File: src/rtl/rc_cv_ramp.sv
// RC control-voltage ramp: one exponential step toward V_HIGH/V_LOW per audio strobe, serial multiply.
// Build option RC_CV_DUAL_TAU_EN selects K_DISCHARGE when discharging (else K_CHARGE for both).
module rc_cv_ramp #(
  parameter logic signed [15:0] V_LOW       = 16'sd0,
  parameter logic signed [15:0] V_HIGH      = 16'sd16384,
  parameter logic        [15:0] K_CHARGE    = 16'd2048,
  parameter logic        [15:0] K_DISCHARGE = 16'd2048
) (
  input  logic               clk,
  input  logic               I_RSTn,
  input  logic               audio_clk_en,
  input  logic               trigger_in,
  output logic signed [15:0] v_control,
  output logic               busy,
  output logic               overrun
);

  // state  | meaning
  // IDLE   | waiting for a strobe; operands latched on acceptance
  // MUL    | 16 shift-add cycles of |diff| * K, LSB of K first
  // UPDATE | apply truncated step (min 1), clamp, write v_control
  typedef enum logic [1:0] {IDLE, MUL, UPDATE} state_t;

  localparam logic signed [17:0] LO_X = {{2{V_LOW[15]}}, V_LOW};
  localparam logic signed [17:0] HI_X = {{2{V_HIGH[15]}}, V_HIGH};

  if (V_LOW < 16'sd0 || V_HIGH <= V_LOW || V_HIGH > 16'sd32766 ||
      K_CHARGE == 16'd0 || K_DISCHARGE == 16'd0) begin : g_param_err
    $error("rc_cv_ramp: illegal parameter set");
  end

  state_t             state_q, state_d;
  logic               trig_m_q, trig_s_q;
  logic signed [15:0] v_q, v_d;
  logic        [16:0] mag_q, mag_d;
  logic               neg_q, neg_d;
  logic        [15:0] k_q, k_d;
  logic        [32:0] mcand_q, mcand_d;
  logic        [32:0] acc_q, acc_d;
  logic        [3:0]  cnt_q, cnt_d;
  logic               ovr_q, ovr_d;

  logic signed [15:0] target;
  logic signed [17:0] diff;
  logic        [16:0] diff_abs;
  logic        [15:0] k_sel;
  logic        [16:0] step;
  logic signed [17:0] v_sum;
  logic signed [15:0] v_clamped;

  assign target   = trig_s_q ? V_HIGH : V_LOW;
  assign diff     = {{2{target[15]}}, target} - {{2{v_q[15]}}, v_q};
  // |diff| never exceeds 32766, so the low 17 bits hold the magnitude exactly
  assign diff_abs = diff[17] ? (~diff[16:0] + 17'd1) : diff[16:0];

`ifdef RC_CV_DUAL_TAU_EN
  assign k_sel = trig_s_q ? K_CHARGE : K_DISCHARGE;
`else
  assign k_sel = K_CHARGE;
`endif

  assign step  = (acc_q[32:16] == 17'd0 && mag_q != 17'd0) ? 17'd1 : acc_q[32:16];
  assign v_sum = neg_q ? ({{2{v_q[15]}}, v_q} - {1'b0, step})
                       : ({{2{v_q[15]}}, v_q} + {1'b0, step});

  always_comb begin
    v_clamped = v_sum[15:0];
    if (v_sum < LO_X)      v_clamped = V_LOW;
    else if (v_sum > HI_X) v_clamped = V_HIGH;
  end

  always_comb begin
    state_d = state_q;
    v_d     = v_q;
    mag_d   = mag_q;
    neg_d   = neg_q;
    k_d     = k_q;
    mcand_d = mcand_q;
    acc_d   = acc_q;
    cnt_d   = cnt_q;
    ovr_d   = ovr_q | (audio_clk_en && state_q != IDLE);
    case (state_q)
      IDLE: begin
        if (audio_clk_en) begin
          mag_d   = diff_abs;
          neg_d   = diff[17];
          k_d     = k_sel;
          mcand_d = {16'd0, diff_abs};
          acc_d   = '0;
          cnt_d   = '0;
          state_d = MUL;
        end
      end
      MUL: begin
        if (k_q[0]) acc_d = acc_q + mcand_q;
        k_d     = k_q >> 1;
        mcand_d = mcand_q << 1;
        cnt_d   = cnt_q + 4'd1;
        if (cnt_q == 4'd15) state_d = UPDATE;
      end
      UPDATE: begin
        v_d     = v_clamped;
        state_d = IDLE;
      end
      default: state_d = IDLE;
    endcase
  end

  always_ff @(posedge clk or negedge I_RSTn) begin
    if (!I_RSTn) begin
      state_q  <= IDLE;
      trig_m_q <= 1'b0;
      trig_s_q <= 1'b0;
      v_q      <= V_LOW;
      mag_q    <= '0;
      neg_q    <= 1'b0;
      k_q      <= '0;
      mcand_q  <= '0;
      acc_q    <= '0;
      cnt_q    <= '0;
      ovr_q    <= 1'b0;
    end else begin
      state_q  <= state_d;
      trig_m_q <= trigger_in;
      trig_s_q <= trig_m_q;
      v_q      <= v_d;
      mag_q    <= mag_d;
      neg_q    <= neg_d;
      k_q      <= k_d;
      mcand_q  <= mcand_d;
      acc_q    <= acc_d;
      cnt_q    <= cnt_d;
      ovr_q    <= ovr_d;
    end
  end

  assign v_control = v_q;
  assign busy      = (state_q != IDLE);
  assign overrun   = ovr_q;

endmodule

File: config.mk
export PLATFORM = sky130hd
export DESIGN_NAME = rc_cv_ramp
export DESIGN_NICKNAME = d
export VERILOG_FILES = /design/src/rtl/rc_cv_ramp.sv
export SDC_FILE = /design/constraint.sdc
export NUM_CORES = 1
export LEC_CHECK = 0
export CAP_MARGIN = 10
export CORE_ASPECT_RATIO = 0.7
export CORE_MARGIN = 2
export CORE_UTILIZATION = 50
export CTS_BUF_LIST = sky130_fd_sc_hd__clkbuf_2
export CTS_CLUSTER_SIZE = 16
export DETAILED_ROUTE_END_ITERATION = 6
export HOLD_SLACK_MARGIN = 0.05
export PLACE_DENSITY = 0.67
export SYNTH_ARGS = -nofsm -noshare
export SYNTH_HDL_FRONTEND = slang
export SYNTH_SLANG_ARGS = --single-unit
File: constraint.sdc
create_clock -name clk -period 4.2 [get_ports clk]
set_clock_uncertainty 0.1 [all_clocks]
set_input_delay 0.42 -clock clk [delete_from_list [all_inputs] [get_ports clk]]
set_output_delay 0.42 -clock clk [all_outputs]
set_load 0.02 [all_outputs]
==> out/qor.txt, run 1 <==
worst rel slew slack = 38.1%
syn_nets = 969
count of cell types in the netlist = 70
Setup-failing EPs final = 15
critical path's top delay family = simple AND/OR/NAND/NOR gates
Yosys top cell by area = dfrtp_1
Worst Reg-to-Reg Cells = 22
crit end category = flop
CP max FO = 7
Slowest-stage cell, CP = dfrtp_1
worst path cell trace = nor4_2 > buf_4 > nand4_1 > nor4_4 > nor2_2 > nor2_2 > ha_2 > nand3_2 > nor3_4 > a21oi_4 > a21oi_1 > xor2_1 > ha_1 > a21o_1 > a211o_1 > o41ai_2 > a21oi_1 > or3b_1 > o2111a_1 > nand3b_1 > buf_6 > o21ai_2
root buf cell = clkbuf_2
worst r2r src = mag_q[1]
core area = 15,500 µm²
initial antenna violation count = 0
Yosys top cell area share = 38.1%
largest net degree at the start of global routing = 72
Clk Latency, worst-skew pair = 0.73 ns
Post-synth ARST share = 100%
total CTS buffers = 17
Vias/cell = 5.71
synthesis-stage register bit count = 121
Hold Path Class = primary input to async pin
r2r setup slk = -0.25 ns
maxcap violations = 0
Final WS setup = -0.248 ns
initial core utilization = 51.2%
Layout area overhead = 18.9%
maximum buffer depth of the clock tree = 2
worst path bufs/invs = 2
Site Rows = 38
Final Hold Viols = 0
drt total wl = 20,000 µm
most common cell in the netlist = nand2_1
global-route wire length before repair = 33,300 µm
Post-Syn Instances = 910
Fin Hold WS = 0.212 ns
GP Congestion = 0.879
Initial DRC Count = 483
DP HPWL = 14,800 µm
Post-synth top cells = nand2_1 (141), dfrtp_1 (121), o21ai_0 (98)
WS Path Type = flop to flop
synth warn = 0
worst path arrival time = 5.01 ns
vias in the first global route = 6,431
CTS sink count = 121
via count = 6,949
Global Route Usage Sum = 25.0%
post-placement worst setup slack = -0.318 ns
Die Y = 109 µm
Reg-to-Reg End = v_control[2]
ys flop type = dfrtp_1
Tcrit/Tclk final = 106%
synthesized area = 7940 µm²
CP startpoint kind = flop
status = complete, but fails checks
RSZ-0062 raised after global routing = true
TritonCTS clock tree = done
Required @ worst endpoint = 4.76 ns
Slew Viols, Final = 0
Post-Syn Area per Cell = 8.73 µm²
n_diodes = 0
Seq/Total Area, Yosys = 38.1%
PortBufs = 21
fin crit period = 4.45 ns
failing checks = negative setup slack
Worst-path clk slew = 0.20 ns
Post-DRT Antenna Nets = 0
H-Tree Depth = 4
WL/cell = 16.4 µm
number of synthesized flops with an enable pin = 0
Final nets = 1,064
worst slew pin tran = 0.929 ns
Die ar. = 16,900 µm²
IO Pins = 22
top cells by area, synth = dfrtp_1 (38%), ha_1 (8.4%), nand2_1 (6.7%), o21ai_0 (6.2%), xnor2_1 (5.0%)
FMAX = 225 MHz
Finished Core Util = 60.9%
gr ovfl total = 0
DR pass1 iterations = 5
Die X-Extent = 155 µm
Largest stage delay, worst path = 0.43 ns
share of post-route cells with drive strength above 1 = 16.9%
drt drc = 0
==> placed cells by master (no fill, tap or decap), types with 5 or more instances in the layout <==
master / instances
nand2_1: 140
dfrtp_1: 121
o21ai_0: 89
buf_4: 84
nor2_1: 60
ha_1: 50
xnor2_1: 44
a21oi_1: 42
xor2_1: 36
a21o_1: 34
inv_1: 31
clkdlybuf4s50_1: 20
clkbuf_2: 17
nand3_1: 15
a221o_1: 13
a31oi_1: 12
o21bai_1: 11
o21ai_1: 10
and3_1: 10
nor3_1: 8
nand2b_1: 8
nand4_1: 7
nor2_2: 7
and2_1: 7
nor4_1: 6
o21a_1: 6
a211oi_1: 6
or3_1: 5
o31ai_1: 5
o211ai_1: 5
==> final cells by class <==
cell class / count / area (µm²)
well taps: 200 / 250
clock buffers: 17 / 85.1
flip-flops and latches: 121 / 3030
inverters: 32 / 120
repair buffers: 109 / 893
multi-input cells: 724 / 4890
clock inverters: 15 / 173
fillers: 1378 / 6060
==> metal layers <==
metal  part of all wire [%]  global-route usage (%)  up-vias
met2                     40                    34.6      159
met1                     53                    39.1     3298
met3                    5.8                    5.05       24
met5                      0                       0        -
li1                       -                       -     3468
met4                    1.4                    6.88        0
==> cells by family after synthesis <==
logic type / Yosys count / share of synthesized area [%]
AOI/OAI and AO/OA: 282 / 22.9
DFF: 121 / 38.1
muxes: 3 / 0.394
and+or+nand+nor: 303 / 17.6
xor gates and xnor gates: 81 / 8.93
adders and majority gates: 55 / 8.85
buffers and inverters: 65 / 3.18
==> through the flow <==
stage / TNS (ns) / instances / cell area (µm²)
after global placement: -1.90 / 1176 / 8930
after detailed placement: -4.10 / 1176 / 8930
after global routing: -8.54 / 1218 / 9440
after floorplan: 0 / 910 / 8000
final: -3.26 / 1218 / 9440
after CTS: -3.59 / 1218 / 9360
==> how the worst max path moves through the flow <==
stage | slack [ns] | depth (start not counted) | end | from
detailed placement | -0.32 | 22 | v_control[2] | mag_q[1]
finish | -0.25 | 22 | v_control[2] | mag_q[1]
global placement | -0.16 | 20 | v_control[3] | mag_q[1]
CTS | -0.27 | 22 | v_control[6] | mag_q[2]
floorplan | 0.008 | 21 | v_control[13] | acc_q[22]
global route | -0.61 | 23 | v_control[1] | mag_q[1]
==> worst reg2reg max path: cells and delay by family, from the launching register on <==
kind / cells / cell delay (ns)
DFF: 1 / 0.43
adders and majority gates: 2 / 0.52
AOI/OAI and AO/OA: 8 / 1.32
and+or+nand+nor: 9 / 1.49
xor gates and xnor gates: 1 / 0.22
buffers and inverters: 2 / 0.33
==> state kept, by name (all words and copies together) (netlist names) <==
register   count
acc_q         33
mcand_q       33
mag_q         17
v_control     16
k_q           12
cnt_q          4
state_q        2
neg_q          1
overrun        1
trig_m_q       1
trig_s_q       1
==> what timing repair did <==
action	4_1_cts	5_1_grt
hold buffers	2	0
endpoints found under the hold margin	71	0
setup endpoints to repair	15	15
buffers inserted	8	1
gates resized for setup	29	16
pin swaps	19	18
Power of run 1 is not shown: default switching activity piles up to over one toggle a cycle in this logic, so the estimate is an artifact.
==> run 2: changes to the inputs <==
CAP_MARGIN = 20   (was 10)
CTS_BUF_LIST = sky130_fd_sc_hd__clkbuf_2 sky130_fd_sc_hd__clkbuf_4 sky130_fd_sc_hd__clkbuf_8   (was sky130_fd_sc_hd__clkbuf_2)
==> run 2 against run 1 <==
The run still ends with negative setup slack left. Sequential cell count unchanged. Sequential share of layout area decreased by 0.49 points. Final area increased by 1.6%. Critical endpoint is now v_control[11]. Largest cell class unchanged. Highest routed layer unchanged.
==> out/qor.txt, run 2 (synthesized netlist as in run 1, its figures left out) <==
Post-DRT Antenna Nets = 0 (unchanged)
Die Y = 109 µm (unchanged)
worst r2r src = mag_q[1]
IO Pins = 22 (unchanged)
FMAX = 225 MHz (+0.21%)
vias in the first global route = 6,452 (+0.33%)
worst setup path endpoint = v_control[11]
drt total wl = 20,000 µm (-0.22%)
root buf cell = clkbuf_8
largest net degree at the start of global routing = 72 (unchanged)
crit end category = flop
Slowest-stage cell, CP = dfrtp_1
register area = 3030 µm² (unchanged)
global-route wire length before repair = 33,400 µm (+0.21%)
Initial DRC Count = 491 (+1.7%)
most frequent cells in the layout = nand2_1 (140), dfrtp_1 (121), o21ai_0 (89)
r2r setup slk = -0.24 ns (about the same)
WL/cell = 16.4 µm (about the same)
Site Rows = 38 (unchanged)
Fillers = 1,353 (-1.8%)
commonest non-fill, non-tap cell in the layout = nand2_1
WS Path Type = flop to flop
Global Route Usage Sum = 25.0% (about the same)
initial core utilization = 51.2% (unchanged)
drt drc = 0 (unchanged)
area of the multi-input gates = 4890 µm² (-0.15%)
Reg-to-Reg End = v_control[11]
most used cell, CP = buf_4
TritonCTS clock tree = done
post-route cell area = 9590 µm² (+1.6%)
CTS sink count = 121 (unchanged)
Setup-failing EPs final = 15 (unchanged)
DP HPWL = 14,800 µm (unchanged)
Fin Hold WS = 0.253 ns (+0.0410 ns)
PortBufs = 21 (unchanged)
Required @ worst endpoint = 4.42 ns (-0.34 ns)
total CTS buffers = 17 (unchanged)
failing checks = negative setup slack
Worst-path clk slew = 0.07 ns (-0.13 ns)
worst rel slew slack = 38.2% (+0.11 points)
H-Tree Depth = 4 (unchanged)
status = complete, but fails checks
Largest regs = acc_q x33, mcand_q x33, mag_q x17
share of post-route cells with drive strength above 1 = 16.8% (-0.065 points)
Die ar. = 16,900 µm² (unchanged)
Vias/cell = 5.72 (+0.24%)
worst path arrival time = 4.66 ns (-0.35 ns)
GP Congestion = 0.879 (unchanged)
maxcap violations = 0 (unchanged)
placed cell areas = 8930 µm² (unchanged)
Final nets = 1,062 (-0.19%)
worst path cell trace = nor4_2 > buf_4 > nand4_1 > nor4_4 > nor2_2 > nor2_2 > ha_2 > buf_4 > nor2_1 > xnor2_1 > ha_2 > o21ai_0 > a21oi_1 > o21a_1 > o21ai_4 > buf_4 > a21oi_1 > or3b_1 > o2111a_1 > nand3b_1 > buf_6 > o22ai_1
fin crit period = 4.44 ns (-0.00935 ns)
Tcrit/Tclk final = 106% (-0.22 points)
Die X-Extent = 155 µm (unchanged)
initial antenna violation count = 0 (unchanged)
Largest stage delay, worst path = 0.40 ns (-0.03 ns)
Final WS setup = -0.239 ns (+0.00935 ns)
Worst Reg-to-Reg Cells = 22 (unchanged)
n_diodes = 0 (unchanged)
worst slew pin tran = 0.927 ns (-0.00172 ns)
via count = 6,954 (+0.072%)
DR pass1 iterations = 5 (unchanged)
core area = 15,500 µm² (unchanged)
CP max FO = 7 (unchanged)
Final Hold Viols = 0 (unchanged)
Hold Path Class = flop to flop
Crit. Startpoint = mag_q[1]
gr ovfl total = 0 (unchanged)
RSZ-0062 raised after global routing = true
Clk Latency, worst-skew pair = 0.45 ns (-0.28 ns)
Layout area overhead = 20.8%
Slew Viols, Final = 0 (unchanged)
maximum buffer depth of the clock tree = 2 (unchanged)
CP startpoint kind = flop
-- run 2: per-layer routing --
metal  track usage [%]  up-vias  wire (µm)
met2              34.8      145       8050
met3              4.93       18        957
met5                 0        -          0
met4              6.68        0        199
met1              39.0     3329      10800
li1                  -     3462          -
-- run 2: cell type report --
| class | instances | share of cell area, % |
|---|---|---|
| well taps | 200 | 2.61 |
| inverters | 32 | 1.25 |
| clock buffers | 19 | 2.73 |
| repair buffers | 107 | 9.17 |
| flip-flops and latches | 121 | 31.6 |
| clock inverters | 13 | 1.72 |
| multi-input cells | 724 | 51.0 |
-- run 2: worst min-delay path by stage --
| stage | slack, ns | depth (start not counted) | startpoint | to |
|---|---|---|---|---|
| after floorplan | 0.02 | 0 | I_RSTn | acc_q[0] |
| after detailed placement | 0.24 | 0 | trig_m_q | trig_s_q |
| final | 0.25 | 0 | trig_m_q | trig_s_q |
| after global placement | 0.24 | 0 | trig_m_q | trig_s_q |
| after global routing | 0.28 | 0 | trig_m_q | trig_s_q |
| after CTS | 0.25 | 0 | trig_m_q | trig_s_q |
-- run 2: timing repair --
action | in CTS | in global routing
setup buffers | 7 | 1
hold endpoints to repair | 55 | 0
hold buffers | 1 | 0
setup endpoints to repair | 15 | 15
pin swaps | 22 | 13
gates resized for setup | 27 | 18
-- run 2: per-stage QoR --
| step | util (%) | setup slack [ns] | setup TNS [ns] | instances |
|---|---|---|---|---|
| 4_1_cts | 61.3 | -0.275 | -3.76 | 1216 |
| 3_5_place_dp | 57.6 | -0.318 | -4.10 | 1176 |
| 5_1_grt | 61.9 | -0.588 | -8.10 | 1216 |
| 3_3_place_gp | 57.6 | -0.164 | -1.90 | 1176 |
| 2_1_floorplan | - | 0.00790 | 0 | 910 |
| 6_report | 61.9 | -0.239 | -2.95 | 1216 |
-- run 2: critical path, delay by kind of cell, from the launching register on --
kind,cells,cell delay (ns)
and+or+nand+nor,8,1.44
AOI/OAI and AO/OA,7,1.06
adders and majority gates,2,0.59
buffers and inverters,4,0.56
DFF,1,0.40
xor gates and xnor gates,1,0.17
Power of run 2 is left out for the same reason.
